===== config.mk =====
export PLATFORM = sky130hd
export DESIGN_NAME = pipe_stage_elastic
export DESIGN_NICKNAME = d
export VERILOG_FILES = /design/src/rtl/pipe_pkg.sv /design/src/rtl/pipe_reg_bank.sv /design/src/rtl/pipe_stage_elastic.sv
export SDC_FILE = /design/constraint.sdc
export NUM_CORES = 1
export LEC_CHECK = 0
export BUFFER_PORTS_ARGS = -buffer_cell sky130_fd_sc_hd__buf_4
export CORE_ASPECT_RATIO = 1.5
export CORE_UTILIZATION = 48
export CTS_CLUSTER_SIZE = 14
export DETAILED_ROUTE_END_ITERATION = 7
export PLACE_DENSITY = 0.76
export SYNTH_ARGS = -nofsm -noshare
export SYNTH_HDL_FRONTEND = slang
export SYNTH_SLANG_ARGS = --single-unit

===== constraint.sdc =====
create_clock -name clk -period 1.4 [get_ports clk]
set_input_delay 0.07 -clock clk [delete_from_list [all_inputs] [get_ports clk]]
set_output_delay 0.07 -clock clk [all_outputs]
set_load 0.005 [all_outputs]

===== src/rtl/pipe_pkg.sv =====
// Shared types and helpers for the elastic pipeline-stage register.
package pipe_pkg;

  typedef enum logic [1:0] {
    ST_EMPTY = 2'd0,
    ST_ONE   = 2'd1,
    ST_TWO   = 2'd2
  } state_t;

  localparam int unsigned OCC_W = 2;

  // LSB position of field i in a packed bundle of w-bit fields.
  function automatic int unsigned FIELD_LSB(input int unsigned i, input int unsigned w);
    return i * w;
  endfunction

endpackage


===== src/rtl/pipe_reg_bank.sv =====
// W-bit data register with synchronous reset to zero, clear-to-value and load enable.
module pipe_reg_bank #(
  parameter int unsigned W = 64
) (
  input  logic         clk,
  input  logic         rst,
  input  logic         ld_en,
  input  logic         clr,
  input  logic [W-1:0] clr_val,
  input  logic [W-1:0] d,
  output logic [W-1:0] q
);

  // Priority: reset, then clear (bubble insert), then load; otherwise hold.
  always_ff @(posedge clk) begin
    if (rst) begin
      q <= '0;
    end else if (clr) begin
      q <= clr_val;
    end else if (ld_en) begin
      q <= d;
    end
  end

endmodule


===== src/rtl/pipe_stage_elastic.sv =====
// Parametrised elastic pipeline-stage register with valid/ready handshake,
// optional 1-entry skid buffer, stall, flush-to-bubble and occupancy output.
module pipe_stage_elastic
  import pipe_pkg::*;
#(
  parameter int unsigned       DATA_W     = 32,
  parameter int unsigned       NUM_FIELDS = 2,
  parameter int unsigned       SKID       = 1,
  parameter logic [DATA_W-1:0] FLUSH_VAL  = '0
) (
  input  logic                         clk,
  input  logic                         rst,
  input  logic                         in_valid,
  output logic                         in_ready,
  input  logic [NUM_FIELDS*DATA_W-1:0] in_data,
  input  logic                         stall,
  input  logic                         flush,
  output logic                         out_valid,
  input  logic                         out_ready,
  output logic [NUM_FIELDS*DATA_W-1:0] out_data,
  output logic [OCC_W-1:0]             occupancy
);

  localparam int unsigned TOT_W = NUM_FIELDS * DATA_W;

  state_t            state_q, state_d;
  logic [TOT_W-1:0]  main_q, main_d, skid_q, flush_fill;
  logic              main_ld, skid_ld, push, pop;

  // Replicate the bubble encoding into every field.
  always_comb begin
    flush_fill = '0;
    for (int unsigned i = 0; i < NUM_FIELDS; i++) begin
      flush_fill[FIELD_LSB(i, DATA_W) +: DATA_W] = FLUSH_VAL;
    end
  end

  // Handshake decode; with a skid entry in_ready depends on state only.
  always_comb begin
    if (SKID != 0) begin
      in_ready = (state_q != ST_TWO) && !stall;
    end else begin
      in_ready = ((state_q == ST_EMPTY) || out_ready) && !stall;
    end
    out_valid = (state_q != ST_EMPTY);
    push      = in_valid && in_ready && !stall;
    pop       = out_valid && out_ready && !stall;
  end

  // Next-state and data-register load control.
  // With SKID=0 a push in ONE implies a pop, so ONE never advances to TWO.
  always_comb begin
    state_d = state_q;
    main_ld = 1'b0;
    skid_ld = 1'b0;
    main_d  = in_data;
    if (flush) begin
      state_d = ST_EMPTY;
    end else if (!stall) begin
      unique case (state_q)
        ST_EMPTY: begin
          if (push) begin
            state_d = ST_ONE;
            main_ld = 1'b1;
          end
        end
        ST_ONE: begin
          if (push && pop) begin
            main_ld = 1'b1;
          end else if (push) begin
            state_d = ST_TWO;
            skid_ld = 1'b1;
          end else if (pop) begin
            state_d = ST_EMPTY;
          end
        end
        ST_TWO: begin
          if (pop) begin
            state_d = ST_ONE;
            main_ld = 1'b1;
            main_d  = skid_q;
          end
        end
        default: state_d = ST_EMPTY;
      endcase
    end
  end

  // State register.
  always_ff @(posedge clk) begin
    if (rst) begin
      state_q <= ST_EMPTY;
    end else begin
      state_q <= state_d;
    end
  end

  pipe_reg_bank #(.W(TOT_W)) u_main (
    .clk     (clk),
    .rst     (rst),
    .ld_en   (main_ld),
    .clr     (flush),
    .clr_val (flush_fill),
    .d       (main_d),
    .q       (main_q)
  );

  generate
    if (SKID != 0) begin : g_skid
      pipe_reg_bank #(.W(TOT_W)) u_skid (
        .clk     (clk),
        .rst     (rst),
        .ld_en   (skid_ld),
        .clr     (flush),
        .clr_val (flush_fill),
        .d       (in_data),
        .q       (skid_q)
      );
    end else begin : g_noskid
      logic skid_ld_unused;
      assign skid_ld_unused = skid_ld;
      assign skid_q         = '0;
    end
  endgenerate

  // Occupancy follows directly from the state.
  always_comb begin
    unique case (state_q)
      ST_ONE:  occupancy = OCC_W'(1);
      ST_TWO:  occupancy = OCC_W'(2);
      default: occupancy = '0;
    endcase
  end

  assign out_data = main_q;

endmodule


==> Word level (Yosys, flattened, before mapping) <==
Index checks and enable logic that the tools add are counted.
{ "totals": {"output_inout_bits": 68, "regBits": 130, "elab_cells": 42, "in_bits": 70} }
{ "op_classes": {"reduce_logical": 11, "bitwise_logic": 1, "eq_ne": 7, "muxes": 20} }
{ "ops": {"columns": ["operator", "count"], "rows": [
  ["$mux 64", 3],
  ["$mux 2", 5],
  ["$mux 1", 9],
  ["$ne 2x2->1 const B", 4],
  ["$logic_and 1x1->1", 6],
  ["$pmux 2 s3", 1],
  ["$reduce_and 5->1", 1],
  ["$pmux 2 s2", 1],
  ["$ne 3x3->1 const B", 1],
  ["$pmux 1 s3", 1],
  ["$eq 2x1->1 const B", 1],
  ["$eq 2x2->1 const B", 1],
  ["$logic_not 2->1", 1],
  ["$reduce_bool 2->1", 1],
  ["$reduce_or 2->1", 1],
  ["$logic_not 1->1", 1],
  ["$not 1->1", 1]
]} }

==> Logic depth before layout (Yosys ltp) <==
{ "depth": {"ltp_word": 9, "depth_mapped": 6, "depth_no_buf": 4} }

==> Hierarchy <==
Synthesis repeated with hierarchy kept, for this count alone.
{ "unflattened": {"hier_cells": 662, "hier_area_um2": 7103.1} }
{ "modules_own_cells": {"columns": ["module", "seq_area_each_um2", "area_each_um2", "n_inst", "cells_per_inst"], "rows": [
  ["pipe_reg_bank", 1281.2, 3045.4, 2, 284],
  ["pipe_stage_elastic", 40.0, 1012.2, 1, 94]
]} }

==> Worst setup path after synthesis <==
OpenSTA, ideal clock, no wires.
{ "synth_path": {"path_kind": "flip-flop to flip-flop", "startpoint": "register state_q[1]", "endpoint": "register u_main.q[42]", "stages_incl_launch_ff": 7, "t_arrival_ns": 1.356, "period_less_slack_ns": 1.502, "setup_time_ns": 0.146, "setup_slack_ns": -0.102, "cell_sequence": "dfxtp_1 nor2b_4 and3b_4 buf_12 buf_12 mux2i_1 a211oi_2"} }
{ "synth_between": {"elab_chain_len": 9, "elab_cells_between_ends": 20, "cone_classes": "eq/ne: 3; mux: 9; reduce/logical: 8"} }
{ "synth_lines": {"columns": ["element", "line", "rtl"], "rows": [
  ["start, declared", "pipe_stage_elastic.sv:26", "state_t state_q, state_d;"],
  ["start signal, assigned", "pipe_stage_elastic.sv:94", "state_q <= state_d;"],
  ["$ne 2x2->1", "pipe_stage_elastic.sv:41", "in_ready = (state_q != ST_TWO) && !stall;"],
  ["$logic_and 1x1->1", "pipe_stage_elastic.sv:41", null],
  ["$logic_and 1x1->1 (2 in series)", "pipe_stage_elastic.sv:46", "push = in_valid && in_ready && !stall;"],
  ["$logic_and 1x1->1", "pipe_stage_elastic.sv:68", "if (push && pop) begin"],
  ["$mux 1", "pipe_stage_elastic.sv:68", null],
  ["$pmux 1 s3", "pipe_stage_elastic.sv:60", "unique case (state_q)"],
  ["$mux 1", "pipe_stage_elastic.sv:59", "end else if (!stall) begin"],
  ["$mux 1", "pipe_stage_elastic.sv:57", "if (flush) begin"],
  ["end signal, assigned", "pipe_reg_bank.sv:19", "q <= clr_val;"],
  ["end, declared", "pipe_reg_bank.sv:11", "output logic [W-1:0] q"]
]} }
Several ways; a longest one is shown, not always the timed one.
A chain may end at the register's enable or synchronous reset.

==> Worst setup path in the final report <==
{ "layout_path": {"startpoint": "register state_q[1]", "endpoint": "register g_skid.u_skid.q[55]"} }
{ "layout_between": {"elab_chain_len": 9, "elab_cells_between_ends": 14, "cone_classes": "eq/ne: 2; mux: 5; reduce/logical: 7"} }
{ "layout_lines": {"columns": ["element", "line"], "rows": [
  ["$ne 2x2->1", "pipe_stage_elastic.sv:41"],
  ["$logic_and 1x1->1", "pipe_stage_elastic.sv:41"],
  ["$logic_and 1x1->1 (2 in series)", "pipe_stage_elastic.sv:46"],
  ["$mux 1 or $logic_and 1x1->1 (tied branches)", "pipe_stage_elastic.sv:70, pipe_stage_elastic.sv:68"],
  ["$mux 1", "pipe_stage_elastic.sv:68"],
  ["$mux 1 *", "pipe_stage_elastic.sv:60"],
  ["$mux 1 *", "pipe_stage_elastic.sv:59"],
  ["$mux 1 *", "pipe_stage_elastic.sv:57"],
  ["end signal, assigned", "pipe_reg_bank.sv:19"],
  ["end, declared", "pipe_reg_bank.sv:11"]
]} }
Mark *: on every way between the ends. The rest lies on a longest branch, timed or not.

==> impl_summary.txt <==
----------------------------------------------------
[Outcome]
  Run status ... complete, but fails checks
  Failing checks ... negative setup slack

[Placed design]
  IO Port Bufs ... between 100 and 150
  Setup slack after placement ... -132.6 ps
  HPWL after detailed placement ... about 9800 um
  Post-placement cell count ... 856
  Placed cell areas ... 6940 um^2
  Gp weighted congestion ... ~0.76

[Logic synthesis]
  Net count after synthesis ... about 670
  Area leader, netlist ... sky130_fd_sc_hd__dfxtp_1
  Commonest register cell after synthesis ... sky130_fd_sc_hd__dfxtp_1
  Count of flip-flops with a built-in enable after synthesis ... 0
  Cell area after technology mapping ... roughly 5700 um^2
  Count of cell types in the netlist ... 24
  Ys Warns ... 0
  Sequential-to-total area share from yosys stat ... between 40% and 50%
  Async set-or-reset flop fraction in the synthesized netlist ... 0%
  Mean Syn Cell Area ... between 9 and 10 um^2
  Gate Count Post-Synth ... between 500 and 600
  Number of synthesized register bits ... 130
  Leading post-synthesis cells by cell area ... sky130_fd_sc_hd__dfxtp_1 46%, sky130_fd_sc_hd__a211oi_2 13%, sky130_fd_sc_hd__a21oi_1 12%
  Portion of synthesized cell area occupied by the leading cell type ... a little under half

[Worst setup path]
  Critical path peak fanout ... 13
  Kind of start point of the critical path ... flop
  Register-to-register setup slack ... -240 ps
  Setup CP Type ... flop to flop
  WP data required ... about 1700 ps
  Critical Path End Type ... flop
  Crit path DAT ... ~2000 ps

[Timing]
  Number of endpoints failing setup at the final stage ... around 130
  Sum of negative setup slack ... -17850 ps
  Max transition margin ... 71.89%
  Setup repair after global routing missed its margin ... yes
  WHS ... ~34 ps
  Actual slew at the worst max-slew pin ... 421.7 ps
  Final count of pins violating max slew ... 0
  Final worst path period need ... 1645 ps
  Largest clock skew in the final design ... about 7.0 ps
  Final Hold Fails ... 0
  Setup WS post-layout ... -244.7 ps
  Maximum clock frequency ... between 0.6 and 0.7 GHz
  Share of the clock period used by the worst path ... 117.5%

[Cells and area]
  Final std cell area, no fill ... between 8000 and 9000 um^2
  Nets@finish ... 878
  Layout Cells excl Fill ... between 900 and 1k
  Fraction of layout cells with a size suffix above 1 ... 42.18%
  Utilization after layout ... 77.30%
  Area delta synth->final ... 56.86%
  Final-layout fill cell count ... 683

[Die]
  Row cnt ... between 40 and 50
  Chip Height ... between 100 and 150 um
  Die ar. ... 12220 um^2
  Area of the core ... 11470 um^2
  Initial core utilization ... approximately 49%
  Number of top-level design ports ... 138
  Die extent in x ... approximately 90 um

[Route]
  Detailed-route DRC error count ... 0
  Routed len/inst ... roughly 19 um
  Detailed router's first-iteration violation count ... roughly 520
  Detailed-router iteration count before antenna repair ... 6
  Number of vias after detailed routing ... between 5k and 6k
  Post-DR vias/cell ... about 5.7
  Number of nets with antenna violations after routing ... 0
  Drt total wl ... ~19000 um

[GRT]
  Vias in the first global route ... between 5k and 6k
  GRT Resource Usage Total ... between 20% and 30%
  Pin count of the biggest net entering global routing ... between 50 and 60
  Total grt overflow ... 0
  Number of antenna violations at the first check in global routing ... 1
  Global-route wire length before repair ... 26970 um

[Clock network]
  Root Buffer ... sky130_fd_sc_hd__clkbuf_16
  H-tree lvl count ... 4
  CTS tree ... built
  Clock latency on the worst-skew pair ... roughly 410 ps
  Buffers from clock root to sink, at most ... 2
  Number of buffers inserted during clock tree synthesis ... 17
  Number of clock sinks ... 130
  Clock transition at the registers of the reported paths ... roughly 60 ps

[Worst hold path]
  HP Class ... input port to flop

[Pwr]
  Post-layout total power ... roughly 9 mW
  Worst IR Drop VDD ... 1.082 mV
  Power per cell area ... 1027 nW/um^2
  P_leak ... about 3.1 nW

[Job]
  Max-Cap Viols ... 0

----------------------------------------------------
-- layer usage --
metal / vias up / routed length (um) / GRT usage, %
li1: 2526 / - / -
met1: 2710 / 7115 / 30.80
met2: 273 / 9879 / 51.18
met3: 54 / 1046 / 5.518
met4: 0 / 645 / 12.19
met5: - / 0 / 0
-- what timing repair did --
action	4_1_cts	5_1_grt
cloned	5	4
hold endpoints to repair	65	0
resized for setup	35	59
hold buffers	64	0
setup buffers	7	4
endpoints found under the setup margin	130	129
pin swaps	6	8
-- cell usage in the layout (no fill, tap or decap), drive strengths merged, types with 3 or more instances in the layout --
master,Yosys,routed
o21ai,3,3
nor2,4,4
clkbuf,34,27
a211oi,64,64
a21oi,130,130
nand2,130,130
clkinv,0,4
mux2i,64,64
dfxtp,130,130
dlygate4sd3,0,64
buf,22,181
-- critical path, cell delays in order (launching register included) --
cell and delay (ps):
sky130_fd_sc_hd__dfxtp_4 360, sky130_fd_sc_hd__buf_4 140, sky130_fd_sc_hd__and4bb_2 320, sky130_fd_sc_hd__and2_4 260
sky130_fd_sc_hd__clkbuf_16 200, sky130_fd_sc_hd__nand2_1 70, sky130_fd_sc_hd__a21oi_1 190
-- Yosys cell counts (2+ instances only) --
cell type	instances
sky130_fd_sc_hd__and2_1	2
sky130_fd_sc_hd__o21ai_0	2
sky130_fd_sc_hd__mux2i_1	64
sky130_fd_sc_hd__buf_2	14
sky130_fd_sc_hd__a21oi_1	130
sky130_fd_sc_hd__or2_2	2
sky130_fd_sc_hd__buf_12	7
sky130_fd_sc_hd__dfxtp_1	130
sky130_fd_sc_hd__nor2_1	4
sky130_fd_sc_hd__nand2b_1	2
sky130_fd_sc_hd__clkbuf_1	34
sky130_fd_sc_hd__a211oi_1	4
sky130_fd_sc_hd__nand2_1	130
sky130_fd_sc_hd__a211oi_2	60
-- final timing paths --
check,start,endpoint,depth (start not counted)
setup / recovery,state_q[1],g_skid.u_skid.q[55],6
setup reg to reg,state_q[1],g_skid.u_skid.q[55],6
hold / removal,stall,state_q[0],3
hold reg to reg,g_skid.u_skid.q[35],g_skid.u_skid.q[35],2
-- sequential cells by signal (all words and copies together) (netlist names) --
signal	cells
state_q	2
g_skid.u_skid.q	64
u_main.q	64
-- report_power, final --
part	switching (mW)	internal, mW	total, mW
combinational	0.483	0.523	1.01
clock	1.56	2.77	4.33
sequential	0.0314	3.74	3.78
-- final cells by class --
cell class	count	area [um^2]	area share, %
clock inverter	6	80.08	0.9031
tap	150	187.7	2.117
timing repair buffer	250	2434	27.44
sequential	130	2610	29.43
antenna	1	2.502	0.02822
multi-input combinational	409	3065	34.57
clock buffer	23	488.0	5.503
-- cells by family (layout without fill, tap and decap cells) --
family / after synthesis / count (layout) / synth area share [%]
other: 0 / 1 / 0
DFF: 130 / 130 / 46.04
AOI/OAI and AO/OA: 198 / 198 / 25.74
muxes: 64 / 64 / 11.33
and+or+nand+nor: 146 / 146 / 10.62
buffers and inverters: 56 / 279 / 6.109
xor gates and xnor gates: 1 / 1 / 0.1550
No activity file was read; power rests on OpenSTA's default activity.
